`src/rtl/vlsu_l1_port_arbiter_pkg.sv`:
```
// vlsu_l1_port_arbiter_pkg: shared types and constants for the VLSU L1 port arbiter
package vlsu_l1_port_arbiter_pkg;
  localparam int unsigned VlsuL1MaxOutstanding = 4;
  typedef enum logic {IDLE, LOCKED} arb_state_e;
  function automatic int unsigned idx_width(int unsigned n);
    return (n > 1) ? $clog2(n) : 1;
  endfunction
endpackage

```
`src/rtl/vlsu_l1_port_arbiter_fifo.sv`:
```
// vlsu_l1_port_arbiter_fifo: registered-output ID FIFO tracking in-order read responses
module vlsu_l1_port_arbiter_fifo
  import vlsu_l1_port_arbiter_pkg::*;
#(
  parameter int unsigned DEPTH      = 4,
  parameter int unsigned DATA_WIDTH = 1
) (
  input  logic                  clk_i,
  input  logic                  rst_ni,
  input  logic                  push_i,
  input  logic                  pop_i,
  input  logic [DATA_WIDTH-1:0] data_i,
  output logic [DATA_WIDTH-1:0] data_o,
  output logic                  empty_o
);
  localparam int unsigned PtrW = idx_width(DEPTH);
  localparam int unsigned CntW = $clog2(DEPTH + 1);
  localparam logic [PtrW-1:0] LastPtr = PtrW'(DEPTH - 1);
  localparam logic [CntW-1:0] Full    = CntW'(DEPTH);
  logic [DATA_WIDTH-1:0] mem_q [DEPTH];
  logic [PtrW-1:0]       wptr_q, wptr_d, rptr_q, rptr_d;
  logic [CntW-1:0]       cnt_q, cnt_d;
  logic                  do_push, do_pop;
  always_comb begin
    do_pop  = pop_i & (cnt_q != '0);
    do_push = push_i & ((cnt_q != Full) | do_pop);
    wptr_d  = do_push ? ((wptr_q == LastPtr) ? '0 : wptr_q + 1'b1) : wptr_q;
    rptr_d  = do_pop ? ((rptr_q == LastPtr) ? '0 : rptr_q + 1'b1) : rptr_q;
    cnt_d   = cnt_q + CntW'(do_push) - CntW'(do_pop);
  end
  always_ff @(posedge clk_i or negedge rst_ni) begin
    if (!rst_ni) begin
      wptr_q <= '0;
      rptr_q <= '0;
      cnt_q  <= '0;
    end else begin
      wptr_q <= wptr_d;
      rptr_q <= rptr_d;
      cnt_q  <= cnt_d;
    end
  end
  always_ff @(posedge clk_i) begin
    if (do_push) mem_q[wptr_q] <= data_i;
  end
  assign data_o  = mem_q[rptr_q];
  assign empty_o = (cnt_q == '0);
endmodule

```
`src/rtl/vlsu_l1_port_arbiter.sv`:
```
// vlsu_l1_port_arbiter: round-robin sharing of one L1 D$ port among VLSU requesters,
// with grant-pending lock, bounded outstanding reads and in-order response routing.
module vlsu_l1_port_arbiter
  import vlsu_l1_port_arbiter_pkg::*;
#(
  parameter int unsigned NrReq          = 2,
  parameter int unsigned AddrWidth      = 64,
  parameter int unsigned DataWidth      = 64,
  parameter int unsigned MaxOutstanding = VlsuL1MaxOutstanding
) (
  input  logic                           clk_i,
  input  logic                           rst_ni,
  input  logic [NrReq-1:0]               req_valid_i,
  input  logic [NrReq*AddrWidth-1:0]     req_addr_i,
  input  logic [NrReq-1:0]               req_we_i,
  input  logic [NrReq*DataWidth-1:0]     req_wdata_i,
  input  logic [NrReq*DataWidth/8-1:0]   req_be_i,
  output logic [NrReq-1:0]               req_gnt_o,
  output logic [NrReq-1:0]               rsp_valid_o,
  output logic [DataWidth-1:0]           rsp_rdata_o,
  output logic                           mem_req_o,
  output logic [AddrWidth-1:0]           mem_addr_o,
  output logic                           mem_we_o,
  output logic [DataWidth-1:0]           mem_wdata_o,
  output logic [DataWidth/8-1:0]         mem_be_o,
  input  logic                           mem_gnt_i,
  input  logic                           mem_rvalid_i,
  input  logic [DataWidth-1:0]           mem_rdata_i,
  output logic                           busy_o,
  output logic                           err_o
);
  localparam int unsigned IdxW  = idx_width(NrReq);
  localparam int unsigned IdxW1 = IdxW + 1;
  localparam int unsigned CntW  = $clog2(MaxOutstanding + 1);
  localparam int unsigned BeW   = DataWidth / 8;
  localparam logic [IdxW:0]   NrReqW  = IdxW1'(NrReq);
  localparam logic [IdxW-1:0] LastIdx = IdxW'(NrReq - 1);
  localparam logic [CntW-1:0] MaxOut  = CntW'(MaxOutstanding);
  arb_state_e      state_q, state_d;
  logic [IdxW-1:0] rr_q, rr_d, sel_q, sel_d, sel, pick, head;
  logic [CntW-1:0] outstanding_q, outstanding_d;
  logic            err_q, err_d;
  logic [NrReq-1:0] elig;
  logic [IdxW:0]   cand;
  logic            found, grant, push, pop, fifo_empty;
  // Reads past the outstanding limit are masked out so writes can still win
  always_comb begin
    elig  = req_valid_i & (req_we_i | {NrReq{outstanding_q < MaxOut}});
    pick  = rr_q;
    found = 1'b0;
    cand  = '0;
    for (int k = 0; k < NrReq; k++) begin
      cand = {1'b0, rr_q} + IdxW1'(k);
      if (cand >= NrReqW) cand = cand - NrReqW;
      if (!found && elig[cand[IdxW-1:0]]) begin
        pick  = cand[IdxW-1:0];
        found = 1'b1;
      end
    end
  end
  always_comb begin
    state_d       = state_q;
    sel_d         = sel_q;
    sel           = (state_q == LOCKED) ? sel_q : pick;
    mem_req_o     = (state_q == LOCKED) ? req_valid_i[sel_q] : found;
    grant         = mem_req_o & mem_gnt_i;
    if (state_q == IDLE && mem_req_o && !mem_gnt_i) begin
      state_d = LOCKED;
      sel_d   = sel;
    end else if (state_q == LOCKED && mem_gnt_i) begin
      state_d = IDLE;
    end
    rr_d          = grant ? ((sel == LastIdx) ? '0 : sel + 1'b1) : rr_q;
    push          = grant & ~req_we_i[sel];
    pop           = mem_rvalid_i & ~fifo_empty;
    outstanding_d = outstanding_q + CntW'(push) - CntW'(pop);
    err_d         = err_q | (mem_rvalid_i & fifo_empty);
    req_gnt_o     = '0;
    rsp_valid_o   = '0;
    for (int i = 0; i < NrReq; i++) begin
      req_gnt_o[i]   = grant & (sel == IdxW'(i));
      rsp_valid_o[i] = pop & (head == IdxW'(i));
    end
  end
  assign mem_addr_o  = mem_req_o ? req_addr_i[sel*AddrWidth +: AddrWidth] : '0;
  assign mem_we_o    = mem_req_o & req_we_i[sel];
  assign mem_wdata_o = mem_req_o ? req_wdata_i[sel*DataWidth +: DataWidth] : '0;
  assign mem_be_o    = mem_req_o ? req_be_i[sel*BeW +: BeW] : '0;
  assign rsp_rdata_o = mem_rdata_i;
  assign busy_o      = (outstanding_q != '0) | (|req_valid_i);
  assign err_o       = err_q;
  always_ff @(posedge clk_i or negedge rst_ni) begin
    if (!rst_ni) begin
      state_q       <= IDLE;
      rr_q          <= '0;
      sel_q         <= '0;
      outstanding_q <= '0;
      err_q         <= 1'b0;
    end else begin
      state_q       <= state_d;
      rr_q          <= rr_d;
      sel_q         <= sel_d;
      outstanding_q <= outstanding_d;
      err_q         <= err_d;
    end
  end
  vlsu_l1_port_arbiter_fifo #(
    .DEPTH      (MaxOutstanding),
    .DATA_WIDTH (IdxW)
  ) i_id_fifo (
    .clk_i   (clk_i),
    .rst_ni  (rst_ni),
    .push_i  (push),
    .pop_i   (pop),
    .data_i  (sel),
    .data_o  (head),
    .empty_o (fifo_empty)
  );
endmodule
```
`config.mk`:
```
export PLATFORM = sky130hd
export DESIGN_NAME = vlsu_l1_port_arbiter
export DESIGN_NICKNAME = d
export VERILOG_FILES = /design/src/rtl/vlsu_l1_port_arbiter_pkg.sv /design/src/rtl/vlsu_l1_port_arbiter_fifo.sv /design/src/rtl/vlsu_l1_port_arbiter.sv
export SDC_FILE = /design/constraint.sdc
export NUM_CORES = 1
export LEC_CHECK = 0
export CAP_MARGIN = 25
export CORE_AREA = 2 2 212 214
export DETAILED_ROUTE_END_ITERATION = 16
export DIE_AREA = 0 0 214 216
export REMOVE_ABC_BUFFERS = 1
export SLEW_MARGIN = 20
export SYNTH_ARGS = -nofsm -noshare
export SYNTH_HDL_FRONTEND = slang
export SYNTH_SLANG_ARGS = --single-unit
```
`constraint.sdc`:
```
create_clock -name clk_i -period 3.39 [get_ports clk_i]
set_input_delay 0.5085 -clock clk_i [delete_from_list [all_inputs] [get_ports clk_i]]
set_output_delay 0.5085 -clock clk_i [all_outputs]
set_load 0.02 [all_outputs]
```
==> results of run 1 <==
==> registers in the layout, summed over array words and instances, names as in the netlist <==
name              cells
sel_q                 1
err_o                 1
outstanding_q         3
i_id_fifo.rptr_q      2
i_id_fifo.mem_q       4
rr_q                  1
i_id_fifo.cnt_q       3
i_id_fifo.wptr_q      2
state_q               1
==> logic make-up after synthesis <==
kind of cell,count (synthesis)
flip-flops,18
multiplexers,6
adder cells (fa/ha/maj),11
XOR/XNOR,4
AND/OR/NAND/NOR,303
AO/OA/AOI/OAI,146
buffers and inverters,124
==> layer usage <==
layer,vias to the layer above,share of wire
met2,435,0.43
met1,2536,0.37
met3,28,0.18
met4,8,0.014
li1,2650,-
met5,-,0.015
==> worst max-delay path: cells and delay by family <==
kind / cells / cell delay, ns
AOI/OAI and AO/OA: 2 / 0.28
buffers and inverters: 3 / 1.27
and+or+nand+nor: 3 / 0.70
==> power breakdown <==
group / switching (mW) / total (mW) / internal (mW)
clock network: 0.0852 / 0.242 / 0.157
registers: 0.0807 / 0.402 / 0.322
logic: 2.59 / 4.84 / 2.26
total: 2.75 / 5.49 / 2.74
==> cell usage after synthesis <==
| library cell | instances |
|---|---|
| buf_2 | 24 |
| nor3_1 | 2 |
| a31oi_1 | 1 |
| mux2_2 | 1 |
| edfxtp_1 | 4 |
| clkbuf_1 | 18 |
| inv_2 | 1 |
| and2_1 | 4 |
| ha_1 | 9 |
| buf_4 | 65 |
| mux2_1 | 2 |
| o2111ai_1 | 1 |
| nand3_1 | 1 |
| buf_1 | 3 |
| nand2_1 | 276 |
| or3b_1 | 2 |
| a32oi_2 | 1 |
| a211oi_1 | 1 |
| mux2i_4 | 1 |
| mux4_2 | 1 |
| mux2i_1 | 1 |
| a21boi_0 | 1 |
| nor2b_1 | 2 |
| or4b_4 | 2 |
| nand2b_1 | 4 |
| inv_1 | 13 |
| nor2_1 | 6 |
| xnor2_1 | 4 |
| and4_1 | 1 |
| a21o_1 | 3 |
| dfrtp_1 | 14 |
| nand4_1 | 1 |
| nor4b_1 | 1 |
| fa_1 | 2 |
| o211ai_1 | 1 |
| nor4_1 | 1 |
| a21oi_1 | 137 |
==> worst max-delay path by stage <==
stage,from,endpoint,slack [ns],cells after the start
floorplan,req_we_i[1],outstanding_q[2],-2.84,11
global placement,req_we_i[0],mem_be_o[7],-0.07,9
detailed placement,req_we_i[1],mem_be_o[7],-0.1,10
global route,req_we_i[0],mem_wdata_o[28],0.003,9
finish,req_we_i[1],mem_addr_o[50],0.08,8
CTS,req_we_i[1],mem_wdata_o[39],0.0001,10
==> stage by stage <==
| stage | area [um2] | utilization | power [mW] | setup TNS (ns) |
|---|---|---|---|---|
| CTS | 8380 | 0.191 | 5.66 | 0 |
| detailed placement | 8320 | 0.190 | 5.45 | -0.349 |
| finish | 8660 | 0.198 | 5.49 | 0 |
| global placement | 8320 | 0.190 | 5.40 | -0.116 |
| global route | 8660 | 0.198 | 5.89 | 0 |
| floorplan | 2770 | - | 2.80 | -394.63 |
==> repair_timing <==
item / CTS / global route
gates resized for setup: 17 / 113
buffers inserted: 0 / 0
setup endpoints to repair: 17 / 113
==> cell type report <==
| class | count | area (um2) |
|---|---|---|
| sequential | 18 | 470 |
| inverter | 14 | 55.1 |
| clock buffer | 3 | 75.1 |
| fill | 4885 | 35200 |
| tap | 592 | 741 |
| clock inverter | 1 | 3.75 |
| multi-input combinational | 470 | 2260 |
| timing repair buffer | 478 | 5050 |
==> flow_metrics.tcl, run 1 <==
set metrics [dict create \
    synth_adder_area_share 0.0441 \
    path_class "in -> out" \
    numClockSinks 18 \
    layout_setup_ws_ns 0.0804 \
    ys_seq_elements 18 \
    worstMarginPinSlew_ns 0.696 \
    clock_latency_ns 0.25 \
    worst_setup_path_end_kind "output pin" \
    antenna_cells 0 \
    hold_class "reg -> reg" \
    cp_slowest_stage_delay_ns 0.62 \
    fmax_mhz 302 \
    cts_hold_buffers 0 \
    hold_viol_final 0 \
    cp.required_ns 2.88 \
    vias_per_cell 3.59 \
    use_met1 0.103 \
    synth_xor_area_frac 0.0101 \
    yosysWarnings 0 \
    area_growth_pct 150 \
    final_common_cell "clkdlybuf4s50_1" \
    holdPathStages 1 \
    netlist.area_leader.share 0.299 \
    clock_path_buffers 2 \
    rrSetupSlack_ns 0.60 \
    min-delay-start "err_o" \
    yosysUniqueCellTypes 37 \
    dp_cells 1572 \
    synth.area.top_cells "nand2_1, a21oi_1, buf_4" \
    status "completed" \
    grt_pass1_vias 5579 \
    synthSimpleGateAreaFrac 0.350 \
    cts_tree "yes" \
    synthCells 612 \
    worst-r2r-cell-count 12 \
    slew-limit-headroom 0.534 \
    cts-root-buf "clkbuf_16" \
    place_hpwl_um 21100 \
    die_w_um 214 \
    drc_errors 0 \
    syn_area_mm2 0.00346 \
    numCtsBuffers 3 \
    hold_end "err_o" \
    cp_max_fo 23 \
    crit_path_frequent_cell "clkdlybuf4s50_1" \
    muxShareOfSynthArea 0.0257 \
    numPortBuffers 423 \
    arrival_ns 2.80 \
    post-route-min-period_ns 3.31 \
    die_h_um 216 \
    die_area_mm2 0.0462 \
    vias 5657 \
    max_cap_viol_count 0 \
    rsz0062_at_grt "no" \
    min_period_over_period 0.976 \
    cts.reportedPaths.clkPinSlew_ns 0.05 \
    drt_wl_total_um 25300 \
    drive_above_1_share 0.0691 \
    fin_cells 1576 \
    slew_viol_final 0 \
    syn_avg_cell_area_um2 5.65 \
    nets 1340 \
    gp_congestion 0.938 \
    met2_usage 0.151 \
    pin_count 552 \
    worstSetupStartpointType "input pin" \
    dr.first_iter.drc_count 205 \
    drtAntennaViolNets 0 \
    grt_busiest_layer "met2" \
    setup_viol 0 \
    yosysTopAreaCell "nand2_1" \
    firstDrtPassIters 4 \
    final_cell_mix "clkdlybuf4s50_1, nand2_1, a21oi_1" \
    p_leak_nw 4.90 \
    rows 77 \
    grt.total_usage 0.0996 \
    grt_pass1_wl_um 35000 \
    worst_hold_slack_ns 0.452 \
    htreeDepth 1 \
    r2r_end "outstanding_q[2]" \
    path_cells "clkdlybuf4s50_1, nand2b_1, o2111ai_1, and4_4, buf_12, nand2_1, a21oi_1, clkdlybuf4s50_1" \
    antenna_found_initial 1 \
    peakVddDrop_v 0.000425 \
    ys_seq_area_frac 0.136 \
    synth_top_family_by_area "simple AND/OR/NAND/NOR gates" \
    coreArea_mm2 0.0438 \
    grt_use_met3 0.0836 \
    dp_slack_ns -0.0991 \
    wl_per_cell_um 16.1 \
    synth-compound-area-share 0.220 \
    overflow 0 \
    critPathSlowestCell "clkdlybuf4s50_1" \
    p_per_area_mw_per_mm2 634 \
    start_util 0.0789 \
    r2r_start "outstanding_q[2]" \
    finalClockSkew_ns 0.00132 \
    grt_max_degree 67 \
]
No activity file was read; power rests on OpenSTA's default activity.
==> run 2: changes to the inputs <==
--- a/config.mk
+++ b/config.mk
@@ -9,6 +9,8 @@
 export CORE_AREA = 2 2 212 214
 export DETAILED_ROUTE_END_ITERATION = 16
 export DIE_AREA = 0 0 214 216
+export GPL_TIMING_DRIVEN = 0
+export PLACE_DENSITY = 0.34
 export REMOVE_ABC_BUFFERS = 1
 export SLEW_MARGIN = 20
 export SYNTH_ARGS = -nofsm -noshare
==> run 2 against run 1 <==
Against the previous run: core utilization is 0.71 points lower; critical path depth rose by 3; highest routed layer unchanged; via count down 1.9%; total power up 1.7%; cell count fell by 1.4%; combinational power is 2% higher; cell area shrank 3.6%; worst setup slack worse by 0.014 ns; wire length is 24% higher; largest cell class unchanged.
==> flow_metrics.tcl, run 2 (synthesized netlist as in run 1, its figures left out) <==
set metrics [dict create \
    die_area_mm2 0.0462 \
    cp_max_fo 20 \
    coreArea_mm2 0.0438 \
    regMostFlops "i_id_fifo.mem_q" \
    area_growth_pct 141 \
    nets 1318 \
    p_per_area_mw_per_mm2 668 \
    dr.first_iter.drc_count 280 \
    post-route-min-period_ns 3.32 \
    hold_class "reg -> reg" \
    grt.total_usage 0.126 \
    path_class "in -> out" \
    p_clk_frac 0.043 \
    fmax_mhz 301 \
    layout_setup_ws_ns 0.0667 \
    power.internal_mw 2.55 \
    r2r_start "outstanding_q[2]" \
    numPortBuffers 423 \
    cts.reportedPaths.clkPinSlew_ns 0.05 \
    rows 77 \
    worst_setup_path_end_kind "output pin" \
    numClockSinks 18 \
    crit_start "req_we_i[1]" \
    start_util 0.0789 \
    worstSetupStartpointType "input pin" \
    fillers 5024 \
    drtAntennaViolNets 0 \
    p_switching_mw 3.03 \
    grt_pass1_vias 5536 \
    p_leak_nw 3.66 \
    p_sw_frac 0.543 \
    hold_viol_final 0 \
    clock_latency_ns 0.25 \
    min_period_over_period 0.980 \
    firstDrtPassIters 5 \
    vias_per_cell 3.57 \
    antenna_cells 0 \
    final_common_cell "clkdlybuf4s50_1" \
    place_hpwl_um 22300 \
    min-delay-start "err_o" \
    drive_above_1_share 0.0665 \
    multi_input_area_mm2 0.00235 \
    cts-root-buf "clkbuf_16" \
    gp_congestion 0.804 \
    status "completed" \
    peakVddDrop_v 0.000293 \
    largest_registers "i_id_fifo.mem_q (4), i_id_fifo.cnt_q (3), outstanding_q (3)" \
    slew-limit-headroom 0.522 \
    slew_viol_final 0 \
    die_h_um 216 \
    rsz0062_at_grt "no" \
    comb_power_share 0.885 \
    finalClockSkew_ns 0.00105 \
    worstMarginPinSlew_ns 0.715 \
    grt_pass1_wl_um 42200 \
    power_frac_seq 0.072 \
    htreeDepth 1 \
    drc_errors 0 \
    place_area_mm2 0.00801 \
    antenna_found_initial 0 \
    cp.required_ns 2.88 \
    wl_per_cell_um 20.2 \
    overflow 0 \
    drt_wl_total_um 31400 \
    numCtsBuffers 3 \
    final_cell_mix "clkdlybuf4s50_1, nand2_1, a21oi_1" \
    ff_latch_area_um2 470 \
    clock_path_buffers 2 \
    largest_register_ff_count 4 \
    arrival_ns 2.81 \
    dp_slack_ns -0.778 \
    die_w_um 214 \
    grt_max_degree 42 \
    cts_tree "yes" \
    pin_count 552 \
    cts_hold_buffers 0 \
    vias 5548 \
    stdcell_area_mm2 0.00835 \
    max_cap_viol_count 0 \
    setup_viol 0 \
]
-- run 2: power by group through the flow --
stage | Clock, mW | Combinational (mW) | Sequential, mW
after floorplan | 0 | 2.41 | 0.394
after global placement | 0 | 4.06 | 0.405
after detailed placement | 0 | 4.75 | 0.407
after CTS | 0.245 | 5.06 | 0.404
after global routing | 0.253 | 5.37 | 0.415
final | 0.238 | 4.94 | 0.403
-- run 2: per-layer routing --
metal,vias up,GRT usage,share of wire
met2,393,0.187,0.42
met4,8,0.0168,0.014
met5,-,0.0521,0.011
met1,2498,0.152,0.41
li1,2621,-,-
met3,28,0.0794,0.14
-- run 2: layout make-up --
cell class | instances | share of cell area
Multi-Input combinational cell | 474 | 0.281
Timing Repair inverter | 1 | 0.00105
Timing Repair Buffer | 451 | 0.555
Clock inverter | 1 | 0.000450
Tap cell | 592 | 0.0887
Clock buffer | 3 | 0.00899
Inverter | 14 | 0.00824
Sequential cell | 18 | 0.0563
-- run 2: what timing repair did --
| item | 4_1_cts | 5_1_grt |
|---|---|---|
| resized for setup | 166 | 9 |
| buffers inserted | 12 | 0 |
| pin swaps | 6 | 2 |
| endpoints found under the setup margin | 139 | 75 |
| gates cloned | 9 | 1 |
-- run 2: path summary, 6_finish.rpt --
check / to / cells past startpoint / slack [ns]
worst max-delay path: mem_addr_o[27] / 11 / 0.07
worst min-delay path: err_o / 1 / 0.47
worst max register to register: outstanding_q[2] / 14 / 0.32
worst min register to register: err_o / 1 / 0.47
max in group asynchronous: i_id_fifo.rptr_q[0] / 1 / 2.25
min in group asynchronous: rr_q / 1 / 0.69
-- run 2: per-stage QoR --
stage          setup TNS (ns)  utilization  total power [mW]  hold slack [ns]  std cells
6_report                    0        0.190              5.58            0.466       1554
5_1_grt                     0        0.190              6.04            0.480       1554
4_1_cts                     0        0.190              5.71            0.471       1553
3_5_place_dp           -73.69        0.183              5.16            0.459       1528
3_3_place_gp         -1392.65        0.177              4.46            0.451       1517
2_1_floorplan         -394.63            -              2.80            0.213        502
-- run 2: worst max-delay path, cell delays in order --
cell           delay, ns
dlygate4sd2_1       0.28
or3b_4              0.42
a32oi_4             0.24
buf_4               0.16
buf_4               0.12
buf_16              0.14
buf_8               0.17
buf_16              0.18
buf_16              0.16
a21oi_1             0.07
dlygate4sd2_1       0.33
==> run 3: changes to the inputs <==
--- a/config.mk
+++ b/config.mk
@@ -10,6 +10,7 @@
 export DETAILED_ROUTE_END_ITERATION = 16
 export DIE_AREA = 0 0 214 216
 export GPL_TIMING_DRIVEN = 0
+export MAX_ROUTING_LAYER = met4
 export PLACE_DENSITY = 0.34
 export REMOVE_ABC_BUFFERS = 1
 export SLEW_MARGIN = 20
==> constraint.sdc (replaced) <==
create_clock -name clk_i -period 3.39 [get_ports clk_i]
set_input_delay 0.5085 -clock clk_i [delete_from_list [all_inputs] [get_ports clk_i]]
set_output_delay 0.5085 -clock clk_i [all_outputs]
set_load 0.005 [all_outputs]
==> run 3 against run 2 <==
Against the previous run: worst hold slack hardly changed; core utilization rose by 0.78 points; die area stayed put; register-to-register slack is essentially flat; maximum frequency hardly changed; via count is 0.61% higher; global-route usage is 0.74 points higher; non-clock buffer count rose by 6; cell area increased by 4.1%; clock skew grew 0.0011 ns.
==> flow_metrics.tcl, run 3 (synthesized netlist as in run 1, its figures left out) <==
set metrics [dict create \
    worst_hold_slack_ns 0.466 \
    grt_pass1_wl_um 43200 \
    dp_slack_ns -0.676 \
    firstDrtPassIters 6 \
    multi_input_area_mm2 0.00237 \
    grt_max_degree 49 \
    pin_count 552 \
    critPathBufInv 7 \
    path_class "in -> out" \
    layout_setup_ws_ns 0.0649 \
    grt_pass1_vias 5588 \
    final_common_cell "clkdlybuf4s50_1" \
    fmax_mhz 301 \
    cp_max_fo 15 \
    min_period_over_period 0.981 \
    hold_viol_final 0 \
    peakVddDrop_v 0.000252 \
    overflow 0 \
    clock_path_buffers 2 \
    rrSetupSlack_ns 0.32 \
    antenna_found_initial 4 \
    setup_viol 0 \
    drtAntennaViolNets 0 \
    die_area_mm2 0.0462 \
    arrival_ns 2.82 \
    area_growth_pct 151 \
    largest_register_ff_count 4 \
    postLayoutCoreUtil 0.198 \
    place_hpwl_um 22300 \
    gp_congestion 0.816 \
    slew_viol_final 0 \
    wl_per_cell_um 21.1 \
    vias 5582 \
    path_delay_family "buffers and inverters" \
    htreeDepth 1 \
    critPathSlowestCell "clkdlybuf4s50_1" \
    power.total_mw 5.51 \
    worstMarginPinSlew_ns 0.726 \
    vias_per_cell 3.58 \
    dr.first_iter.drc_count 303 \
    grt.total_usage 0.133 \
    numClockSinks 18 \
    cts_tree "yes" \
    p_leak_nw 3.45 \
    worstSetupStartpointType "input pin" \
    cp.required_ns 2.88 \
    die_h_um 216 \
    coreArea_mm2 0.0438 \
    numCtsBuffers 3 \
    finalClockSkew_ns 0.00214 \
    max_cap_viol_count 0 \
    drc_errors 0 \
    cts_hold_buffers 0 \
    clock_latency_ns 0.25 \
    status "completed" \
    largest_registers "i_id_fifo.mem_q (4), i_id_fifo.cnt_q (3), outstanding_q (3)" \
    path_cells "dlygate4sd2_1, or3b_4, a32oi_4, buf_6, buf_16, buf_12, buf_16, clkbuf_16, a21oi_1, clkdlybuf4s50_1" \
    p_per_area_mw_per_mm2 634 \
    hold_class "reg -> reg" \
    slew-limit-headroom 0.515 \
    post-route-min-period_ns 3.33 \
    ff_latch_area_um2 470 \
    nets 1324 \
    drt_wl_total_um 32900 \
    fillers 4960 \
    cts.reportedPaths.clkPinSlew_ns 0.05 \
    antenna_cells 0 \
    drive_above_1_share 0.0661 \
    cts-root-buf "clkbuf_16" \
    numPortBuffers 423 \
    die_w_um 214 \
    start_util 0.0789 \
    cp_slowest_stage_delay_ns 0.46 \
    worst_setup_path_end_kind "output pin" \
    regMostFlops "i_id_fifo.mem_q" \
    crit_path_frequent_cell "buf_16" \
    final_cell_mix "clkdlybuf4s50_1, nand2_1, a21oi_1" \
    rows 77 \
]
==> run 3: what timing repair did <==
action | in CTS | in global routing
gates resized for setup | 37 | 14
pin swaps | 6 | 2
hold endpoints to repair | 0 | 0
setup endpoints to repair | 139 | 131
buffers inserted | 11 | 1
gates cloned | 12 | 4
==> run 3: worst paths after layout <==
kind	start	endpoint	depth (start not counted)
hold / removal	err_o	err_o	1
min in group asynchronous	rst_ni	rr_q	1
setup reg to reg	outstanding_q[2]	outstanding_q[2]	14
max in group asynchronous	rst_ni	i_id_fifo.wptr_q[1]	1
hold reg to reg	err_o	err_o	1
setup / recovery	req_we_i[1]	mem_wdata_o[42]	10
==> run 3: layout make-up <==
class                      count  area share
inverter                      14     0.00792
clock inverter                 1    0.000432
tap                          592      0.0852
timing repair inverter         2     0.00201
multi-input combinational    473       0.272
sequential                    18      0.0541
clock buffer                   3     0.00864
timing repair buffer         457       0.570
==> run 3: through the flow <==
stage          area, um2  std cells   TNS, ns
2_1_floorplan       2770        502   -380.24
3_3_place_gp        7750       1517  -1380.08
3_5_place_dp        8010       1528    -60.12
4_1_cts             8560       1555  -0.00252
5_1_grt             8690       1560  -0.00451
6_report            8690       1560         0
==> run 3: worst register-to-register path, cell delays in order, from the launching register on <==
cell,delay (ns)
dfrtp_1,0.44
nor2b_4,0.17
o211ai_1,0.23
and4_4,0.32
buf_12,0.15
buf_4,0.15
mux2i_1,0.23
nand3_1,0.11
ha_1,0.28
inv_1,0.05
ha_1,0.13
inv_1,0.05
fa_1,0.38
xnor2_1,0.15
xnor2_1,0.12
==> run 3: where the power goes <==
part	internal, mW	switching [mW]
Sequential	0.322	0.0878
Combinational	2.58	2.29
Clock	0.157	0.0816
Total	3.05	2.46
==> run 3: routing by layer <==
metal  wire [um]  track usage  up-vias
li1            -            -     2634
met1       13600        0.152     2536
met2       14300        0.200      389
met3        4600       0.0844       23
met4         402       0.0175        0
met5           0            -        -
